[src/rtl/fib_sequencer_pkg.sv]
// Shared definitions for the sequence generator: ALU op codes, buffer
// control bit positions and the controller state encoding.
package fib_sequencer_pkg;

    localparam logic [7:0] ALU_OP_NOP = 8'h00;
    localparam logic [7:0] ALU_OP_ADD = 8'h05;
    localparam logic [7:0] ALU_OP_SUB = 8'h09;

    // Bit positions inside buf_ctrl.
    localparam int BUF_INIT = 0;
    localparam int BUF_A    = 1;
    localparam int BUF_B    = 2;
    localparam int BUF_ALU  = 3;

    typedef enum logic [2:0] {
        ST_IDLE    = 3'd0,
        ST_SEED0   = 3'd1,
        ST_SEED1   = 3'd2,
        ST_COMPUTE = 3'd3,
        ST_DONE    = 3'd4
    } state_t;

endpackage

[src/rtl/fib_sequencer_addr_gen.sv]
// Term counter and ring-buffer address generation. The counter is loaded
// with 2 (first computed term) when a run is accepted and advances once per
// compute cycle; the regfile addresses are its low bits, so they wrap
// naturally at NUM_REGS.
module seq_addr_gen
    import fib_sequencer_pkg::*;
#(
    parameter int ADDR_W  = 4,
    parameter int COUNT_W = 8
) (
    input  logic               clk,
    input  logic               reset,
    input  logic               init,
    input  logic               step,
    input  logic [COUNT_W-1:0] term_count,
    output logic [ADDR_W-1:0]  rd_a,
    output logic [ADDR_W-1:0]  rd_b,
    output logic [ADDR_W-1:0]  wr_addr,
    output logic               is_last
);

    logic [COUNT_W-1:0] k;

    // Term index: load on accepted start, advance per written compute term.
    always_ff @(posedge clk) begin
        if (reset) begin
            k <= '0;
        end else if (init) begin
            k <= COUNT_W'(2);
        end else if (step) begin
            k <= k + COUNT_W'(1);
        end
    end

    assign wr_addr = ADDR_W'(k);
    assign rd_b    = ADDR_W'(k - COUNT_W'(1));
    assign rd_a    = ADDR_W'(k - COUNT_W'(2));
    // Only consulted in compute cycles, where term_count is at least 3.
    assign is_last = (k == (term_count - COUNT_W'(1)));

endmodule

[src/rtl/fib_sequencer.sv]
// Sequence-generation controller: seeds two regfile entries, then drives the
// ALU datapath to produce r[k] = r[k-2] +/- r[k-1] one term per cycle.
// Handshake: start is a one-cycle request honoured only in idle; busy is high
// while terms are being written; done pulses for one cycle when a run ends.
module fib_sequencer
    import fib_sequencer_pkg::*;
#(
    parameter int WIDTH   = 16,
    parameter int ADDR_W  = 4,
    parameter int COUNT_W = 8
) (
    input  logic               clk,
    input  logic               reset,
    input  logic               start,
    input  logic               mode,
    input  logic [WIDTH-1:0]   seed0,
    input  logic [WIDTH-1:0]   seed1,
    input  logic [COUNT_W-1:0] term_count,
    input  logic               alu_carry,
    output logic [WIDTH-1:0]   init_value,
    output logic [ADDR_W-1:0]  reg_write,
    output logic [ADDR_W-1:0]  reg_read1,
    output logic [ADDR_W-1:0]  reg_read2,
    output logic               reg_write_en,
    output logic [7:0]         alu_op,
    output logic [3:0]         buf_ctrl,
    output logic               busy,
    output logic               done,
    output logic               overflow,
    output logic [ADDR_W-1:0]  last_addr
);

    state_t             state;
    state_t             state_next;
    logic               cfg_mode;
    logic [WIDTH-1:0]   cfg_seed0;
    logic [WIDTH-1:0]   cfg_seed1;
    logic [COUNT_W-1:0] cfg_count;
    logic               accept;
    logic               carry_stop;
    logic [ADDR_W-1:0]  ag_rd_a;
    logic [ADDR_W-1:0]  ag_rd_b;
    logic [ADDR_W-1:0]  ag_wr;
    logic               ag_last;

    assign accept     = (state == ST_IDLE) && start;
    assign carry_stop = (state == ST_COMPUTE) && !cfg_mode && alu_carry;

    seq_addr_gen #(
        .ADDR_W  (ADDR_W),
        .COUNT_W (COUNT_W)
    ) u_addr_gen (
        .clk        (clk),
        .reset      (reset),
        .init       (accept),
        .step       (state == ST_COMPUTE),
        .term_count (cfg_count),
        .rd_a       (ag_rd_a),
        .rd_b       (ag_rd_b),
        .wr_addr    (ag_wr),
        .is_last    (ag_last)
    );

    // State register.
    always_ff @(posedge clk) begin
        if (reset) state <= ST_IDLE;
        else       state <= state_next;
    end

    // Latch the run configuration so it stays stable until the run ends.
    always_ff @(posedge clk) begin
        if (reset) begin
            cfg_mode  <= 1'b0;
            cfg_seed0 <= '0;
            cfg_seed1 <= '0;
            cfg_count <= '0;
        end else if (accept) begin
            cfg_mode  <= mode;
            cfg_seed0 <= seed0;
            cfg_seed1 <= seed1;
            cfg_count <= term_count;
        end
    end

    // Sticky overflow flag and address of the most recent written term.
    always_ff @(posedge clk) begin
        if (reset) begin
            overflow  <= 1'b0;
            last_addr <= '0;
        end else if (accept) begin
            overflow  <= 1'b0;
            last_addr <= '0;
        end else begin
            case (state)
                ST_SEED0:   last_addr <= '0;
                ST_SEED1:   last_addr <= ADDR_W'(1);
                ST_COMPUTE: last_addr <= ag_wr;
                default:    last_addr <= last_addr;
            endcase
            if (carry_stop) overflow <= 1'b1;
        end
    end

    // Next-state and bus-control decode.
    always_comb begin
        state_next   = state;
        init_value   = '0;
        reg_write    = '0;
        reg_read1    = '0;
        reg_read2    = '0;
        reg_write_en = 1'b0;
        alu_op       = ALU_OP_NOP;
        buf_ctrl     = 4'b0000;
        busy         = 1'b0;
        done         = 1'b0;
        case (state)
            ST_IDLE: begin
                if (start) state_next = ST_SEED0;
            end
            ST_SEED0: begin
                busy               = 1'b1;
                init_value         = cfg_seed0;
                buf_ctrl[BUF_INIT] = 1'b1;
                reg_write_en       = 1'b1;
                state_next         = ST_SEED1;
            end
            ST_SEED1: begin
                busy               = 1'b1;
                init_value         = cfg_seed1;
                buf_ctrl[BUF_INIT] = 1'b1;
                reg_write          = ADDR_W'(1);
                reg_write_en       = 1'b1;
                state_next = (cfg_count <= COUNT_W'(2)) ? ST_DONE : ST_COMPUTE;
            end
            ST_COMPUTE: begin
                busy              = 1'b1;
                reg_read1         = ag_rd_a;
                reg_read2         = ag_rd_b;
                reg_write         = ag_wr;
                reg_write_en      = 1'b1;
                buf_ctrl[BUF_A]   = 1'b1;
                buf_ctrl[BUF_B]   = 1'b1;
                buf_ctrl[BUF_ALU] = 1'b1;
                alu_op            = cfg_mode ? ALU_OP_SUB : ALU_OP_ADD;
                // A carried term is still written, but ends the run.
                if (carry_stop || ag_last) state_next = ST_DONE;
            end
            ST_DONE: begin
                done       = 1'b1;
                state_next = ST_IDLE;
            end
            default: state_next = ST_IDLE;
        endcase
    end

endmodule

[config.mk]
export PLATFORM = sky130hd
export DESIGN_NAME = fib_sequencer
export DESIGN_NICKNAME = d
export VERILOG_FILES = /design/src/rtl/fib_sequencer_pkg.sv /design/src/rtl/fib_sequencer_addr_gen.sv /design/src/rtl/fib_sequencer.sv
export SDC_FILE = /design/constraint.sdc
export NUM_CORES = 1
export LEC_CHECK = 0
export CAP_MARGIN = 20
export CORE_MARGIN = 2
export CORE_UTILIZATION = 41
export DETAILED_ROUTE_END_ITERATION = 8
export HOLD_SLACK_MARGIN = 0.08
export PLACE_DENSITY_LB_ADDON = 0.1
export SLEW_MARGIN = 5
export SYNTH_ARGS = -nofsm -noshare
export SYNTH_HDL_FRONTEND = slang
export SYNTH_SLANG_ARGS = --single-unit
[constraint.sdc]
create_clock -name clk -period 1.9 [get_ports clk]
set_clock_uncertainty 0.1 [all_clocks]
set_input_delay 0.57 -clock clk [delete_from_list [all_inputs] [get_ports clk]]
set_output_delay 0.57 -clock clk [all_outputs]
set_load 0.005 [all_outputs]
==> qor.yml <==
floorplan:
  dieHeight_um: 86.3
  ios: 93
  die_w_um: 86.3
  coreArea_sq_um: 6460
  start_util_pct: 43.0
  rows: 29
  die-area_sq_um: 7450
pwr:
  pwr_density_cell_nw_per_um2: 933
  switching_share_pct: 32.4
  seqPwrFrac_pct: 34.9
  p_clk_share_pct: 27.1
  leakagePower_nw: 1.94
  p_int_mw: 2.78
  p_switching_mw: 1.33
  peakVddDrop_mv: 0.545
  p_comb_share_pct: 38.0
cells_and_area:
  nNetsFinal: 533
  final_area_sq_um: 4410
  drive_gt1_share_pct: 32.1
  utilization_pct: 68.3
  syn_to_final_growth_pct: 58.9
  antennaDiodeCount: 0
worst_setup_path:
  startpoint_type: "flop"
  reg2reg_depth: 11
  rrSetupSlack_ps: 30
  crit_start: "state[1]"
  path_class: "reg2out"
  worst-path-buf-inv: 4
  worstPathRequired_ps: 1230
  cp_max_fo: 4
  worstPathArrival_ps: 1530
  crit_chain: "buf_6, and2b_2, nand2_4, inv_4, buf_6, and2_4, buf_6"
  critPathTopFamily: "simple AND/OR/NAND/NOR gates"
  cpMaxStageDelayCell: "dfxtp_2"
  reg2reg_from: "state[1]"
  path_common_cell: "buf_6"
  critPathMaxStageDelay_ps: 330
  end_kind: "output pin"
  reg2reg_to: "u_addr_gen.k[5]"
timing:
  clock.fmax_ghz: 0.455
  timing.final.ws_setup_ps: -297
  setup_viol: 36
  finalCriticalPeriod_ps: 2200
  fin_crit_sh_pct: 116
  slew_viol_final: 0
  rsz0062_at_grt: "true"
  hold_viol: 0
routing:
  dr.first_iter.drc_count: 175
  drt-pass1-iter-count: 4
  vias_per_cell: 4.88
  wl_um: 7670
  drc: 0
  wl_per_cell_um: 13.6
  ant_nets: 0
  vias: 2746
grt:
  antenna_found_initial: 0
  overflow: 0
  grt_pass1_wl_um: 12200
  grt_pass1_vias: 2610
  grt_usage_pct: 20.6
  grt_max_degree: 42
clock_network:
  clock_latency_ps: 330
  cts_sinks: 57
  cts_max_level: 3
  root_buffer: "clkbuf_8"
  clk_pin_slew_ps: 60
  clockBufferDepth: 2
  cts_tree: "built"
  cts_made_buffers: 9
  holdBufCountCts: 0
status:
  violations: "setup timing"
  status: "finished with violations"
hold_path:
  hold_path_depth: 2
  hold_start: "cfg_seed1[14]"
  hold_end: "cfg_seed1[14]"
  min_path_type: "reg2reg"
placed_design:
  portBuffers: 87
  dpl.hpwl_um: 4990
  gp_congestion: 0.789
  placed_area_sq_um: 3940
synthesis:
  async_reset_ff_share_pct: 0
  synth_seq_cells: 57
  synth.distinct_cells: 41
  seq_area_frac_synth_pct: 41.1
  syn-mean-instance-area_sq_um: 7.80
  synth_cells: 356
  synthFlopType: "dfxtp_1"
  yosys_warnings: 0
  synth_edf_count: 0
  syn-cell-area_sq_um: 2780
run:
  maxCapViolCount: 0
==> sequential cells by signal (all words and copies together), names as in the netlist <==
register      flops
cfg_count         8
cfg_mode          1
state             3
cfg_seed1        16
cfg_seed0        16
last_addr         4
overflow          1
u_addr_gen.k      8
==> power by group through the flow <==
stage	clock [mW]	sequential [mW]	combinational, mW
floorplan	0	1.42	0.755
global placement	0	1.45	1.29
detailed placement	0	1.45	1.31
CTS	1.14	1.43	1.50
global route	1.21	1.45	1.71
finish	1.12	1.44	1.56
==> layer usage <==
layer / GRT usage, % / vias up / part of all wire, %
met4: 7.67 / 0 / 1.1
met1: 27.8 / 1249 / 47
met5: 0 / - / 0
li1: - / 1422 / -
met2: 31.9 / 68 / 47
met3: 5.43 / 7 / 5.0
==> worst reg2reg max path: stages, from the launching register on <==
cell and delay, ps:
dfxtp_2 330, buf_6 120, and2b_2 220, nand2_4 110, inv_4 50, buf_6 120, buf_4 120, buf_4 140
and3_4 180, nand3_1 90, xor2_1 150, nor2_1 50
==> layout by cell type (no fill, tap or decap), types with 6 or more instances in the layout <==
cell type	n
xor2_1	10
clkbuf_8	10
a22o_1	16
nand2_1	91
xnor2_1	9
dfxtp_1	49
nor2_4	6
clkdlybuf4s50_1	48
buf_12	7
buf_2	29
nor2_1	16
a21oi_1	47
dfxtp_2	7
buf_4	35
buf_6	23
==> cells by family (layout without fill, tap and decap cells) <==
group / Yosys count / count (layout) / share of synthesized area (%)
AOI/OAI and AO/OA: 80 / 80 / 18.1
xor gates and xnor gates: 20 / 20 / 6.31
and+or+nand+nor: 150 / 150 / 24.0
DFF: 57 / 57 / 41.1
buffers and inverters: 41 / 167 / 7.25
other: 1 / 5 / 0.135
adders and majority gates: 7 / 7 / 3.15
==> cell type report <==
class | count | area [sq um]
clock buffer | 11 | 141
multi-input combinational | 262 | 1630
tap | 77 | 96.3
clock inverter | 5 | 55.1
sequential | 57 | 1150
fill | 510 | 2040
inverter | 8 | 37.5
timing repair buffer | 143 | 1300
==> synth_stat cells, types with 2 or more instances <==
cell type  number  area, sq um
nand2_1        94          353
dfxtp_1        57         1140
a21oi_1        47          235
nor2_1         26         97.6
a22o_1         16          140
clkbuf_1       14         52.6
xor2_1         11         96.3
buf_4          10         75.1
xnor2_1         9         78.8
buf_2           8         40.0
ha_1            7         87.6
inv_1           7         26.3
and2_1          5         31.3
a31oi_1         4         25.0
nand3_1         4         20.0
nand2b_1        3         18.8
nor3_1          3         15.0
o21ai_0         3         15.0
and3_1          2         12.5
nor2b_1         2         12.5
nor4_2          2         25.0
o21bai_1        2         15.0
o31a_1          2         17.5
==> metrics by stage <==
| stage | setup TNS [ps] | hold WS [ps] | instances | power [mW] | setup WS (ps) |
|---|---|---|---|---|---|
| finish | -7980 | 354 | 563 | 4.12 | -297 |
| global route | -10020 | 379 | 563 | 4.37 | -352 |
| CTS | -8560 | 355 | 559 | 4.07 | -358 |
| detailed placement | -8190 | 346 | 528 | 2.76 | -279 |
| global placement | -7360 | 341 | 528 | 2.74 | -253 |
| floorplan | 0 | 336 | 360 | 2.18 | 18.0 |
==> worst max-delay path by stage <==
stage | cells after the start | end | slack [ps]
floorplan | 6 | init_value[0] | 20
global placement | 5 | init_value[3] | -250
detailed placement | 5 | init_value[14] | -280
CTS | 7 | init_value[14] | -360
global route | 6 | init_value[3] | -350
finish | 7 | reg_write[3] | -300
==> what timing repair did <==
item                                    CTS  global route
gates cloned                              3             0
pin swaps                                16            15
endpoints found under the setup margin   38            55
gates resized for setup                 198            41
buffers inserted                         13            10
endpoints found under the hold margin     0             0
Note: power is estimated with default switching activity, not from simulation.
